<file path="src/rtl/unit_req_arbiter_if.sv">
// Request/response and decoder-side signal bundle for the 4-way request arbiter.
// The arbiter uses the slave view; the requesters plus decoder (or a bench) use master.
interface unit_req_arbiter_if;
    logic [3:0]  req_valid;
    logic [3:0]  req_wr_rd_op;
    logic [31:0] req_addr;
    logic [31:0] req_op_id;
    logic [31:0] req_wr_data;
    logic [3:0]  req_gnt;
    logic [3:0]  rsp_valid;
    logic [7:0]  rsp_rd_data;
    logic [7:0]  rsp_op_id;
    logic        rsp_err;
    logic        enable_in;
    logic        valid_in;
    logic        wr_rd_op;
    logic [7:0]  addr_in;
    logic [7:0]  op_id_in;
    logic [7:0]  wr_data_in;
    logic        ready_out;
    logic [7:0]  rd_data_out;
    logic [7:0]  done_op_id;

    modport slave (
        input  req_valid, req_wr_rd_op, req_addr, req_op_id, req_wr_data,
        input  ready_out, rd_data_out, done_op_id,
        output req_gnt, rsp_valid, rsp_rd_data, rsp_op_id, rsp_err,
        output enable_in, valid_in, wr_rd_op, addr_in, op_id_in, wr_data_in
    );

    modport master (
        output req_valid, req_wr_rd_op, req_addr, req_op_id, req_wr_data,
        output ready_out, rd_data_out, done_op_id,
        input  req_gnt, rsp_valid, rsp_rd_data, rsp_op_id, rsp_err,
        input  enable_in, valid_in, wr_rd_op, addr_in, op_id_in, wr_data_in
    );
endinterface

</file>
<file path="src/rtl/unit_req_arbiter.sv">
// Round-robin arbiter that forwards one request at a time to a decoder, waits for the
// matching completion (or a timeout) and returns a one-cycle response to the owner.
module unit_req_arbiter #(
    parameter int unsigned TIMEOUT = 255
) (
    input  logic              clock,
    input  logic              rst_n,
    unit_req_arbiter_if.slave bus
);

    typedef enum logic [1:0] {S_IDLE, S_ISSUE, S_WAIT, S_RESP} state_t;

    state_t      state_q, state_d;
    logic [1:0]  owner_q, owner_d;
    logic [1:0]  last_q, last_d;
    logic [7:0]  count_q, count_d;
    logic        op_q, op_d;
    logic [7:0]  addr_q, addr_d;
    logic [7:0]  op_id_q, op_id_d;
    logic [7:0]  wr_data_q, wr_data_d;

    logic [3:0]  req_gnt_q, req_gnt_d;
    logic [3:0]  rsp_valid_q, rsp_valid_d;
    logic [7:0]  rsp_rd_data_q, rsp_rd_data_d;
    logic [7:0]  rsp_op_id_q, rsp_op_id_d;
    logic        rsp_err_q, rsp_err_d;
    logic        enable_in_q, enable_in_d;
    logic        valid_in_q, valid_in_d;
    logic        wr_rd_op_q, wr_rd_op_d;
    logic [7:0]  addr_in_q, addr_in_d;
    logic [7:0]  op_id_in_q, op_id_in_d;
    logic [7:0]  wr_data_in_q, wr_data_in_d;

    logic [7:0]  req_addr_a    [4];
    logic [7:0]  req_op_id_a   [4];
    logic [7:0]  req_wr_data_a [4];

    logic        pick_found;
    logic [1:0]  pick_idx;
    logic [7:0]  count_sat;
    logic        timeout_hit;

    genvar gi;
    generate
        for (gi = 0; gi < 4; gi++) begin : g_unpack
            assign req_addr_a[gi]    = bus.req_addr[8*gi +: 8];
            assign req_op_id_a[gi]   = bus.req_op_id[8*gi +: 8];
            assign req_wr_data_a[gi] = bus.req_wr_data[8*gi +: 8];
        end
    endgenerate

    // Search starts just after the previous owner so every requester gets a turn.
    always_comb begin
        pick_found = 1'b0;
        pick_idx   = last_q;
        for (int k = 1; k <= 4; k++) begin
            if (!pick_found && bus.req_valid[last_q + 2'(k)]) begin
                pick_found = 1'b1;
                pick_idx   = last_q + 2'(k);
            end
        end
    end

    // The cycle being evaluated is included, so the op lives at most TIMEOUT cycles.
    assign count_sat   = (count_q == 8'hFF) ? count_q : count_q + 8'd1;
    assign timeout_hit = ({1'b0, count_q} + 9'd1) >= 9'(TIMEOUT);

    always_comb begin
        state_d       = state_q;
        owner_d       = owner_q;
        last_d        = last_q;
        count_d       = count_q;
        op_d          = op_q;
        addr_d        = addr_q;
        op_id_d       = op_id_q;
        wr_data_d     = wr_data_q;
        req_gnt_d     = 4'b0000;
        rsp_valid_d   = 4'b0000;
        rsp_rd_data_d = 8'h00;
        rsp_op_id_d   = 8'h00;
        rsp_err_d     = 1'b0;

        case (state_q)
            S_IDLE: begin
                if (pick_found) begin
                    owner_d   = pick_idx;
                    last_d    = pick_idx;
                    count_d   = 8'd0;
                    op_d      = bus.req_wr_rd_op[pick_idx];
                    addr_d    = req_addr_a[pick_idx];
                    op_id_d   = req_op_id_a[pick_idx];
                    wr_data_d = req_wr_data_a[pick_idx];
                    req_gnt_d = 4'b0001 << pick_idx;
                    state_d   = S_ISSUE;
                end
            end
            S_ISSUE: begin
                count_d = count_sat;
                if (bus.ready_out) begin
                    state_d = S_WAIT;
                end else if (timeout_hit) begin
                    state_d     = S_RESP;
                    rsp_valid_d = 4'b0001 << owner_q;
                    rsp_op_id_d = op_id_q;
                    rsp_err_d   = 1'b1;
                end
            end
            S_WAIT: begin
                count_d = count_sat;
                if (bus.ready_out && (bus.done_op_id == op_id_q)) begin
                    state_d       = S_RESP;
                    rsp_valid_d   = 4'b0001 << owner_q;
                    rsp_op_id_d   = op_id_q;
                    rsp_rd_data_d = op_q ? 8'h00 : bus.rd_data_out;
                end else if (timeout_hit) begin
                    state_d     = S_RESP;
                    rsp_valid_d = 4'b0001 << owner_q;
                    rsp_op_id_d = op_id_q;
                    rsp_err_d   = 1'b1;
                end
            end
            S_RESP: begin
                state_d = S_IDLE;
            end
            default: begin
                state_d = S_IDLE;
            end
        endcase

        enable_in_d  = (state_d == S_ISSUE) || (state_d == S_WAIT);
        valid_in_d   = (state_d == S_ISSUE);
        wr_rd_op_d   = enable_in_d ? op_d      : 1'b0;
        addr_in_d    = enable_in_d ? addr_d    : 8'h00;
        op_id_in_d   = enable_in_d ? op_id_d   : 8'h00;
        wr_data_in_d = enable_in_d ? wr_data_d : 8'h00;
    end

    always_ff @(posedge clock) begin
        if (!rst_n) begin
            state_q       <= S_IDLE;
            owner_q       <= 2'd0;
            last_q        <= 2'd3;
            count_q       <= 8'd0;
            op_q          <= 1'b0;
            addr_q        <= 8'h00;
            op_id_q       <= 8'h00;
            wr_data_q     <= 8'h00;
            req_gnt_q     <= 4'b0000;
            rsp_valid_q   <= 4'b0000;
            rsp_rd_data_q <= 8'h00;
            rsp_op_id_q   <= 8'h00;
            rsp_err_q     <= 1'b0;
            enable_in_q   <= 1'b0;
            valid_in_q    <= 1'b0;
            wr_rd_op_q    <= 1'b0;
            addr_in_q     <= 8'h00;
            op_id_in_q    <= 8'h00;
            wr_data_in_q  <= 8'h00;
        end else begin
            state_q       <= state_d;
            owner_q       <= owner_d;
            last_q        <= last_d;
            count_q       <= count_d;
            op_q          <= op_d;
            addr_q        <= addr_d;
            op_id_q       <= op_id_d;
            wr_data_q     <= wr_data_d;
            req_gnt_q     <= req_gnt_d;
            rsp_valid_q   <= rsp_valid_d;
            rsp_rd_data_q <= rsp_rd_data_d;
            rsp_op_id_q   <= rsp_op_id_d;
            rsp_err_q     <= rsp_err_d;
            enable_in_q   <= enable_in_d;
            valid_in_q    <= valid_in_d;
            wr_rd_op_q    <= wr_rd_op_d;
            addr_in_q     <= addr_in_d;
            op_id_in_q    <= op_id_in_d;
            wr_data_in_q  <= wr_data_in_d;
        end
    end

    assign bus.req_gnt     = req_gnt_q;
    assign bus.rsp_valid   = rsp_valid_q;
    assign bus.rsp_rd_data = rsp_rd_data_q;
    assign bus.rsp_op_id   = rsp_op_id_q;
    assign bus.rsp_err     = rsp_err_q;
    assign bus.enable_in   = enable_in_q;
    assign bus.valid_in    = valid_in_q;
    assign bus.wr_rd_op    = wr_rd_op_q;
    assign bus.addr_in     = addr_in_q;
    assign bus.op_id_in    = op_id_in_q;
    assign bus.wr_data_in  = wr_data_in_q;

endmodule

</file>
<file path="src/flat_wrapper.sv">
// flat-port wrapper written by rule: the top's interface ports become plain ports
module unit_req_arbiter_flat 
#(
    parameter int unsigned TIMEOUT = 255
)
  (clock, rst_n, bus_req_valid, bus_req_wr_rd_op, bus_req_addr, bus_req_op_id, bus_req_wr_data, bus_ready_out, bus_rd_data_out, bus_done_op_id, bus_req_gnt, bus_rsp_valid, bus_rsp_rd_data, bus_rsp_op_id, bus_rsp_err, bus_enable_in, bus_valid_in, bus_wr_rd_op, bus_addr_in, bus_op_id_in, bus_wr_data_in);
  unit_req_arbiter_if bus_i ();
  input  logic clock;
  input  logic rst_n;
  input wire logic [$bits(bus_i.req_valid)-1:0] bus_req_valid;
  input wire logic [$bits(bus_i.req_wr_rd_op)-1:0] bus_req_wr_rd_op;
  input wire logic [$bits(bus_i.req_addr)-1:0] bus_req_addr;
  input wire logic [$bits(bus_i.req_op_id)-1:0] bus_req_op_id;
  input wire logic [$bits(bus_i.req_wr_data)-1:0] bus_req_wr_data;
  input wire logic [$bits(bus_i.ready_out)-1:0] bus_ready_out;
  input wire logic [$bits(bus_i.rd_data_out)-1:0] bus_rd_data_out;
  input wire logic [$bits(bus_i.done_op_id)-1:0] bus_done_op_id;
  output wire logic [$bits(bus_i.req_gnt)-1:0] bus_req_gnt;
  output wire logic [$bits(bus_i.rsp_valid)-1:0] bus_rsp_valid;
  output wire logic [$bits(bus_i.rsp_rd_data)-1:0] bus_rsp_rd_data;
  output wire logic [$bits(bus_i.rsp_op_id)-1:0] bus_rsp_op_id;
  output wire logic [$bits(bus_i.rsp_err)-1:0] bus_rsp_err;
  output wire logic [$bits(bus_i.enable_in)-1:0] bus_enable_in;
  output wire logic [$bits(bus_i.valid_in)-1:0] bus_valid_in;
  output wire logic [$bits(bus_i.wr_rd_op)-1:0] bus_wr_rd_op;
  output wire logic [$bits(bus_i.addr_in)-1:0] bus_addr_in;
  output wire logic [$bits(bus_i.op_id_in)-1:0] bus_op_id_in;
  output wire logic [$bits(bus_i.wr_data_in)-1:0] bus_wr_data_in;
  assign bus_i.req_valid = bus_req_valid;
  assign bus_i.req_wr_rd_op = bus_req_wr_rd_op;
  assign bus_i.req_addr = bus_req_addr;
  assign bus_i.req_op_id = bus_req_op_id;
  assign bus_i.req_wr_data = bus_req_wr_data;
  assign bus_i.ready_out = bus_ready_out;
  assign bus_i.rd_data_out = bus_rd_data_out;
  assign bus_i.done_op_id = bus_done_op_id;
  assign bus_req_gnt = bus_i.req_gnt;
  assign bus_rsp_valid = bus_i.rsp_valid;
  assign bus_rsp_rd_data = bus_i.rsp_rd_data;
  assign bus_rsp_op_id = bus_i.rsp_op_id;
  assign bus_rsp_err = bus_i.rsp_err;
  assign bus_enable_in = bus_i.enable_in;
  assign bus_valid_in = bus_i.valid_in;
  assign bus_wr_rd_op = bus_i.wr_rd_op;
  assign bus_addr_in = bus_i.addr_in;
  assign bus_op_id_in = bus_i.op_id_in;
  assign bus_wr_data_in = bus_i.wr_data_in;
  unit_req_arbiter #(.TIMEOUT(TIMEOUT)) u_core (.clock(clock), .rst_n(rst_n), .bus(bus_i));
endmodule
</file>
<file path="config.mk">
export PLATFORM = sky130hd
export DESIGN_NAME = unit_req_arbiter_flat
export DESIGN_NICKNAME = d
export VERILOG_FILES = /design/src/rtl/unit_req_arbiter_if.sv /design/src/rtl/unit_req_arbiter.sv /design/src/flat_wrapper.sv
export SDC_FILE = /design/constraint.sdc
export NUM_CORES = 1
export LEC_CHECK = 0
export BUFFER_PORTS_ARGS = -buffer_cell sky130_fd_sc_hd__buf_2
export CORE_UTILIZATION = 50
export CTS_BUF_LIST = sky130_fd_sc_hd__clkbuf_8 sky130_fd_sc_hd__clkbuf_16
export DETAILED_ROUTE_END_ITERATION = 8
export PLACE_DENSITY = 0.9
export RECOVER_POWER = 25
export SLEW_MARGIN = 20
export SYNTH_ARGS = -nofsm -noshare
export SYNTH_HDL_FRONTEND = slang
export SYNTH_SLANG_ARGS = --single-unit
</file>
<file path="constraint.sdc">
create_clock -name clock -period 5.35 [get_ports clock]
set_input_delay 1.07 -clock clock [delete_from_list [all_inputs] [get_ports clock]]
set_output_delay 1.07 -clock clock [all_outputs]
set_load 0.05 [all_outputs]
</file>
==> impl_metrics.env, run 1 <==
export IMPL_path_clk_slew_ns=0.10
export IMPL_reg2regPathDepth=8
export IMPL_clkLatencyLatePin_ns=0.35
export IMPL_fin_skew_ns=0.0131
export IMPL_yosys_warnings=0
export IMPL_drv_slew=0
export IMPL_clock_sinks=91
export IMPL_cts_root_buf="clkbuf_8"
export IMPL_remaining_drc_errors=0
export IMPL_core_mm2=0.00834
export IMPL_hold_viol=0
export IMPL_grt_pass1_wl_um=17800
export IMPL_initial_utilization=0.525
export IMPL_finalSetupViolCount=0
export IMPL_fmax_ghz=0.272
export IMPL_synth_main_ff_cell="dfxtp_1"
export IMPL_cts_tree="yes"
export IMPL_holdCritStartpoint="u_core.addr_q[0]"
export IMPL_synth_area_mm2=0.00438
export IMPL_drt_total_wl_um=11600
export IMPL_layout_common_cells="buf_2, dfxtp_1, nand2_1"
export IMPL_final_common_cell="buf_2"
export IMPL_crit_path_start_kind="primary input"
export IMPL_r2r_end="u_core.bus.wr_data_in[4]"
export IMPL_antenna_left=0
export IMPL_synthCells=434
export IMPL_gp_congestion=0.871
export IMPL_min_path_type="register to register"
export IMPL_vias=4075
export IMPL_worstHoldEndpoint="u_core.bus.addr_in[0]"
export IMPL_avgRoutedWirePerCell_um=16.4
export IMPL_synth_distinct_cells=54
export IMPL_tightest_slew_ns=1.01
export IMPL_whs_path_depth=2
export IMPL_fin_crit_ns=3.68
export IMPL_outcome="completed"
export IMPL_die_w_um=95.6
export IMPL_synth_avg_cell_area_um2=10.1
export IMPL_power_density_mw_per_mm2=533
export IMPL_final_util=0.647
export IMPL_tns_ns=0
export IMPL_drt_iter0_drc=147
export IMPL_n_antenna_cell=0
export IMPL_die_height_um=95.6
export IMPL_nNetsFinal=726
export IMPL_cts_resized=0
export IMPL_fillers=681
export IMPL_critPathMaxFanout=25
export IMPL_dp_slack_ns=1.33
export IMPL_r2r_start="u_core.op_id_q[7]"
export IMPL_setup_ws_ns=1.67
export IMPL_setup_worst_path_end_class="register"
export IMPL_synth_edf_count=0
export IMPL_ir_drop_mv=0.294
export IMPL_drive_above_1_share=0.318
export IMPL_gr_total_overflow=0
export IMPL_leakagePower_nw=2.32
export IMPL_async_flop_share=0
export IMPL_syn_nets=565
export IMPL_syn2layout_area_growth_pct=23.3
export IMPL_clk_path_buf_depth=2
export IMPL_antenna_found_initial=0
export IMPL_grt_max_degree=31
export IMPL_ys_ff_latch=91
export IMPL_die_area_mm2=0.00913
export IMPL_htree_levels=3
export IMPL_regToRegSetupSlack_ns=2.07
export IMPL_synth_area_leaders="dfxtp_1, mux2i_1, o221ai_1"
export IMPL_yosys_area_top_type="dfxtp_1"
export IMPL_track_usage=0.254
export IMPL_port_buffers=174
export IMPL_relSlewSlack=0.326
export IMPL_fin_crit_sh=0.688
export IMPL_arrival_ns=3.94
export IMPL_numCtsBuffers=9
export IMPL_hpwl_um=8580
export IMPL_core_rowCount=33
export IMPL_max_cap_violations=0
export IMPL_yosysSeqAreaShare=0.416
export IMPL_required_ns=5.61
export IMPL_via_per_inst=5.78
export IMPL_cts_setup_buffers=0
export IMPL_yosysTopAreaCellShare=0.416
export IMPL_grt_pass1_vias=3801
export IMPL_io_pins=175
export IMPL_dr_pass1_iters=5
export IMPL_critPathKind="primary input to register"
export IMPL_ctsHoldBuffers=0
export IMPL_rsz0062_at_grt="false"
flip-flops by register name (all words and copies together) (netlist names):
signal	count
u_core.bus.op_id_in	8
u_core.last_q	2
u_core.bus.rsp_err	1
u_core.bus.addr_in	8
u_core.count_q	8
u_core.state_q	2
u_core.wr_data_q	8
u_core.addr_q	8
u_core.op_id_q	8
u_core.owner_q	2
u_core.bus.req_gnt	4
u_core.op_q	1
u_core.bus.rsp_valid	4
u_core.bus.wr_data_in	8
u_core.bus.enable_in	1
u_core.bus.wr_rd_op	1
u_core.bus.rsp_rd_data	8
u_core.bus.valid_in	1
u_core.bus.rsp_op_id	8
critical path, cell delays in order:
cell,delay (ns)
buf_2,0.10
xor2_1,0.14
nor4_1,0.47
or4b_4,0.56
a31oi_1,0.21
ha_1,0.29
nor3_4,0.82
nand2_1,0.16
o221ai_1,0.11
how the worst max path moves through the flow:
stage | startpoint | cells past startpoint | end | slack (ns)
3_3_place_gp | bus_done_op_id[7] | 9 | u_core.bus.addr_in[3] | 1.48
4_1_cts | bus_done_op_id[7] | 10 | u_core.bus.wr_data_in[4] | 1.67
5_1_grt | bus_done_op_id[7] | 9 | u_core.bus.addr_in[7] | 1.48
6_report | bus_done_op_id[7] | 9 | u_core.bus.wr_data_in[4] | 1.67
2_1_floorplan | bus_done_op_id[7] | 9 | u_core.bus.wr_data_in[0] | 1.90
3_5_place_dp | bus_done_op_id[7] | 10 | u_core.bus.wr_data_in[4] | 1.33
synthesized netlist by cell type (2+ instances only):
cell / instances
dfxtp_1: 91
o21ai_0: 12
o21a_1: 2
xnor2_1: 5
a21oi_1: 14
nor3_1: 9
buf_6: 7
buf_4: 3
and2_1: 9
inv_1: 11
o221ai_2: 18
nand2b_1: 4
xor2_1: 5
nor3_4: 2
nand4_1: 3
mux2i_1: 53
a31oi_1: 3
nor3b_1: 2
buf_8: 2
a21boi_0: 2
nor4_1: 4
nor2_1: 18
nand2_1: 58
ha_1: 8
o221ai_1: 32
nand2_4: 2
clkbuf_1: 5
and3b_1: 2
buf_2: 10
nand3_1: 7
nor2b_1: 8
per-stage QoR:
step | hold slack (ns) | power (mW) | instance area [µm²] | cells
floorplan | 0.432 | 2.15 | 4380 | 434
global placement | 0.440 | 2.35 | 5230 | 688
detailed placement | 0.447 | 2.42 | 5240 | 689
CTS | 0.471 | 2.89 | 5440 | 705
global route | 0.493 | 3.05 | 5400 | 705
finish | 0.473 | 2.88 | 5400 | 705
routing by layer:
| layer | up-vias | global-route usage | wire (µm) |
|---|---|---|---|
| li1 | 1931 | - | - |
| met1 | 1881 | 0.310 | 4650 |
| met2 | 237 | 0.442 | 5840 |
| met3 | 26 | 0.0423 | 882 |
| met4 | 0 | 0.101 | 200 |
| met5 | - | 0 | 0 |
power breakdown:
| part | leakage (nW) | switching [mW] | internal, mW |
|---|---|---|---|
| Sequential | 0.744 | 0.138 | 0.857 |
| Combinational | 1.47 | 0.885 | 0.528 |
| Clock | 0.102 | 0.243 | 0.229 |
logic make-up after synthesis:
| group | after synthesis | synth area share |
|---|---|---|
| xor+xnor | 10 | 0.0200 |
| mux | 54 | 0.124 |
| compound gates | 96 | 0.196 |
| fa+ha+maj | 8 | 0.0229 |
| buf+inv | 38 | 0.0552 |
| simple gates | 137 | 0.166 |
| flops | 91 | 0.416 |
final cells by class:
class / instances / area [µm²] / area share
Multi-Input combinational cell: 305 / 2340 / 0.433
Sequential cell: 91 / 1820 / 0.337
Timing Repair Buffer: 177 / 866 / 0.160
Clock buffer: 10 / 138 / 0.0255
Tap cell: 105 / 131 / 0.0243
Clock inverter: 6 / 65.1 / 0.0121
Inverter: 11 / 41.3 / 0.00765
No activity file was read; power rests on OpenSTA's default activity.
==> run 2: changes to the inputs <==
CORE_UTILIZATION = 49   (was 50)
PLACE_DENSITY = 0.89   (was 0.9)
clock period = 3.7 ns   (was 5.35 ns; I/O delays follow)
==> impl_metrics.env, run 2 (synthesis gave the netlist of run 1 again) <==
export IMPL_seqPwrFrac=0.350
export IMPL_met1_usage=0.273
export IMPL_gp_congestion=0.905
export IMPL_via_per_inst=5.67
export IMPL_critPathKind="primary input to register"
export IMPL_cts_resized=0
export IMPL_power_density_mw_per_mm2=764
export IMPL_ir_drop_mv=0.351
export IMPL_path_clk_slew_ns=0.08
export IMPL_cp_cell_sequence="buf_2, xor2_1, nor4_1, or4b_4, a31oi_1, ha_1, nor2_1, o311ai_4, buf_12, o221ai_1"
export IMPL_cts_root_buf="clkbuf_8"
export IMPL_power_mw=4.12
export IMPL_grt_pass1_wl_um=17100
export IMPL_core_mm2=0.00868
export IMPL_syn2layout_area_growth_pct=23.1
export IMPL_crit_start="bus_done_op_id[7]"
export IMPL_nNetsFinal=728
export IMPL_grt_pass1_vias=3659
export IMPL_remaining_drc_errors=0
export IMPL_min_path_type="register to register"
export IMPL_relSlewSlack=0.391
export IMPL_slowest_delay_ns=0.56
export IMPL_fin_cells=709
export IMPL_clkLatencyLatePin_ns=0.36
export IMPL_use_met3=0.0524
export IMPL_dp_slack_ns=0.115
export IMPL_ctsHoldBuffers=0
export IMPL_drt_total_wl_um=11600
export IMPL_finalSetupViolCount=0
export IMPL_p_switching_mw=1.85
export IMPL_die_w_um=96.5
export IMPL_antenna_left=0
export IMPL_grt_busiest_layer="met2"
export IMPL_hold_viol=0
export IMPL_port_buffers=174
export IMPL_setup_ws_ns=0.446
export IMPL_layout_common_cells="buf_2, dfxtp_1, nand2_1"
export IMPL_initial_utilization=0.504
export IMPL_rsz0062_at_grt="false"
export IMPL_numCtsBuffers=9
export IMPL_drive_above_1_share=0.318
export IMPL_hpwl_um=8670
export IMPL_gr_total_overflow=0
export IMPL_leakagePower_nw=2.31
export IMPL_outcome="completed"
export IMPL_tns_ns=0
export IMPL_io_pins=175
export IMPL_grtUsageMet2=0.431
export IMPL_r2r_start="u_core.count_q[0]"
export IMPL_fin_crit_sh=0.879
export IMPL_setup_worst_path_end_class="register"
export IMPL_cts_tree="yes"
export IMPL_die_height_um=96.5
export IMPL_antenna_found_initial=0
export IMPL_tightest_slew_ns=0.914
export IMPL_place_area_mm2=0.00527
export IMPL_fin_crit_ns=3.25
export IMPL_fin_area_mm2=0.00539
export IMPL_p_sw_frac=0.450
export IMPL_clock_sinks=91
export IMPL_dr_pass1_iters=4
export IMPL_crit_path_start_kind="primary input"
export IMPL_track_usage=0.241
export IMPL_cts_setup_buffers=0
export IMPL_required_ns=3.97
export IMPL_die_area_mm2=0.00932
export IMPL_placed_cells=694
export IMPL_power_frac_comb=0.505
export IMPL_internal_power_mw=2.26
export IMPL_fmax_ghz=0.307
export IMPL_clk_path_buf_depth=2
export IMPL_pwr_share_clk=0.145
export IMPL_fin_skew_ns=0.0108
export IMPL_n_antenna_cell=0
export IMPL_htree_levels=3
export IMPL_critPathMaxFanout=14
export IMPL_avgRoutedWirePerCell_um=16.3
export IMPL_drv_slew=0
export IMPL_final_common_cell="buf_2"
export IMPL_max_cap_violations=0
export IMPL_core_rowCount=34
export IMPL_drt_iter0_drc=133
export IMPL_cp_slowest_cell="or4b_4"
export IMPL_vias=4017
export IMPL_grt_max_degree=41
export IMPL_arrival_ns=3.52
export IMPL_holdCritStartpoint="u_core.wr_data_q[7]"
[run 2: stage by stage]
step	utilization	hold slack, ns
floorplan	-	0.432
global placement	0.607	0.440
detailed placement	0.607	0.453
CTS	0.626	0.477
global route	0.621	0.493
finish	0.621	0.479
[run 2: path summary, 6_finish.rpt]
| path | to | slack (ns) | cells after the start |
|---|---|---|---|
| setup reg to reg | u_core.bus.wr_data_in[6] | 0.50 | 11 |
| hold reg to reg | u_core.wr_data_q[7] | 0.48 | 2 |
| setup / recovery | u_core.bus.wr_data_in[6] | 0.45 | 10 |
| hold / removal | u_core.wr_data_q[7] | 0.48 | 2 |
[run 2: layout make-up]
cell class,count,area [µm²]
multi-input cells,305,2330
well taps,108,135
fillers,746,3290
clock inverters,6,43.8
flip-flops and latches,91,1820
repair buffers,179,891
inverters,11,41.3
clock buffers,9,124
[run 2: per-layer routing]
| metal | wire length, µm | vias up | part of all wire |
|---|---|---|---|
| met5 | 0 | - | 0 |
| met4 | 159 | 0 | 0.014 |
| met3 | 820 | 15 | 0.071 |
| met2 | 6020 | 188 | 0.52 |
| met1 | 4550 | 1889 | 0.39 |
| li1 | - | 1925 | - |
[run 2: power by group through the flow]
stage                     Clock, mW  Sequential [mW]  Combinational (mW)
final                         0.598             1.44                2.08
after global placement            0             1.44                2.00
after CTS                     0.602             1.43                2.10
after detailed placement          0             1.45                2.09
after global routing          0.646             1.47                2.25
after floorplan                   0             1.62                1.48
[run 2: worst max-delay path, delay by kind of cell]
kind / cells / cell delay, ns
and+or+nand+nor: 3 / 1.26
AOI/OAI and AO/OA: 3 / 0.68
buffers and inverters: 2 / 0.39
adders and majority gates: 1 / 0.29
xor gates and xnor gates: 1 / 0.14
==> run 3: changes to the inputs <==
CORE_ASPECT_RATIO = 1.2   (was default)
==> impl_metrics.env, run 3 (synthesis gave the netlist of run 1 again) <==
export IMPL_critPathMaxFanout=15
export IMPL_grt_max_degree=36
export IMPL_cts_tree="yes"
export IMPL_tns_ns=0
export IMPL_top_layer="met4"
export IMPL_die_area_mm2=0.00932
export IMPL_max_cap_violations=0
export IMPL_grt_pass1_wl_um=18000
export IMPL_ir_drop_mv=0.348
export IMPL_die_w_um=88.3
export IMPL_drt_total_wl_um=11300
export IMPL_crit_start="u_core.count_q[0]"
export IMPL_ctsHoldBuffers=0
export IMPL_m1WireLength_um=4420
export IMPL_drt_iter0_drc=235
export IMPL_final_common_cell="buf_2"
export IMPL_gr_total_overflow=0
export IMPL_leakagePower_nw=2.33
export IMPL_clock_sinks=91
export IMPL_initial_utilization=0.508
export IMPL_io_pins=175
export IMPL_cp_slowest_cell="dfxtp_1"
export IMPL_port_buffers=174
export IMPL_fin_area_mm2=0.00541
export IMPL_fin_crit_sh=0.874
export IMPL_cts_setup_buffers=0
export IMPL_tightest_slew_ns=0.958
export IMPL_holdCritStartpoint="u_core.wr_data_q[3]"
export IMPL_power_density_mw_per_mm2=768
export IMPL_setup_worst_path_end_class="register"
export IMPL_grt_pass1_vias=3841
export IMPL_slowest_delay_ns=0.45
export IMPL_gp_congestion=0.978
export IMPL_critPathKind="register to register"
export IMPL_cp_cell_sequence="ha_1, nand4_1, or2_2, nand2_1, a21oi_1, nand2b_1, ha_1, nor2_1, o311ai_4, buf_6, o221ai_1"
export IMPL_dr_pass1_iters=5
export IMPL_fillers=719
export IMPL_required_ns=3.96
export IMPL_relSlewSlack=0.361
export IMPL_layout_common_cells="buf_2, dfxtp_1, nand2_1"
export IMPL_syn2layout_area_growth_pct=23.6
export IMPL_fin_crit_ns=3.23
export IMPL_cts_root_buf="clkbuf_8"
export IMPL_avgRoutedWirePerCell_um=15.8
export IMPL_via_per_inst=5.66
export IMPL_fmax_ghz=0.309
export IMPL_crit_path_start_kind="register"
export IMPL_track_usage=0.250
export IMPL_place_area_mm2=0.00526
export IMPL_die_height_um=106
export IMPL_clk_path_buf_depth=2
export IMPL_hold_viol=0
export IMPL_drv_slew=0
export IMPL_min_path_type="register to register"
export IMPL_wl_met3_um=815
export IMPL_remaining_drc_errors=0
export IMPL_antenna_left=0
export IMPL_holdWs_ns=0.469
export IMPL_antenna_found_initial=0
export IMPL_nNetsFinal=728
export IMPL_finalSetupViolCount=0
export IMPL_numCtsBuffers=9
export IMPL_cts_resized=0
export IMPL_wl_met2_um=5760
export IMPL_htree_levels=3
export IMPL_setup_ws_ns=0.467
export IMPL_hpwl_um=8720
export IMPL_clkLatencyLatePin_ns=0.35
export IMPL_core_rowCount=37
export IMPL_rsz0062_at_grt="false"
export IMPL_core_mm2=0.00861
export IMPL_crit_top_cell="ha_1"
export IMPL_vias=4071
export IMPL_power_mw=4.16
export IMPL_r2r_start="u_core.count_q[0]"
export IMPL_outcome="completed"
export IMPL_arrival_ns=3.49
export IMPL_drive_above_1_share=0.319
export IMPL_fin_skew_ns=0.0143
export IMPL_path_clk_slew_ns=0.10
export IMPL_n_antenna_cell=0
export IMPL_dp_slack_ns=0.143
==> run 3: cell types whose count changed in the layout (fill, tap and decap cells not counted), sizes merged <==
| cell | change |
|---|---|
| clkbuf | +1 |
| clkinvlp | -2 |
| clkinv | +1 |
| buf | -1 |
| bufinv | +1 |
| inv | +1 |
==> run 3: metrics by stage <==
step | cells | util
2_1_floorplan | 434 | -
3_3_place_gp | 702 | 0.609
3_5_place_dp | 703 | 0.611
4_1_cts | 719 | 0.634
5_1_grt | 719 | 0.629
6_report | 719 | 0.629
==> run 3: critical path, delay by kind of cell, from the launching register on <==
family / cells / cell delay [ns]
AO/OA/AOI/OAI: 3 / 0.55
adder cells (fa/ha/maj): 2 / 0.70
buffers and inverters: 1 / 0.25
flip-flops: 1 / 0.45
AND/OR/NAND/NOR: 5 / 1.19
==> run 3: metal layers <==
layer | up-vias | GRT usage
met3 | 32 | 0.0509
met5 | - | 0
met4 | 0 | 0.107
met1 | 1883 | 0.293
li1 | 1928 | -
met2 | 228 | 0.435
==> run 3: final timing paths <==
| check | depth (start not counted) | slack (ns) | endpoint |
|---|---|---|---|
| hold / removal | 2 | 0.47 | u_core.bus.wr_data_in[3] |
| setup / recovery | 11 | 0.47 | u_core.bus.op_id_in[7] |
| setup reg to reg | 11 | 0.47 | u_core.bus.op_id_in[7] |
| hold reg to reg | 2 | 0.47 | u_core.bus.wr_data_in[3] |
==> run 3: power by group <==
group / switching [mW] / total [mW] / internal, mW
clock: 0.361 / 0.678 / 0.317
combinational: 1.29 / 2.05 / 0.762
sequential: 0.193 / 1.43 / 1.24
==> run 3: area by class of cell <==
class / count / area [µm²] / share of cell area
clock inverter: 7 / 75.1 / 0.0139
tap: 117 / 146 / 0.0270
multi-input combinational: 305 / 2340 / 0.432
timing repair buffer: 179 / 868 / 0.160
inverter: 11 / 41.3 / 0.00763
sequential: 91 / 1820 / 0.337
clock buffer: 9 / 124 / 0.0229
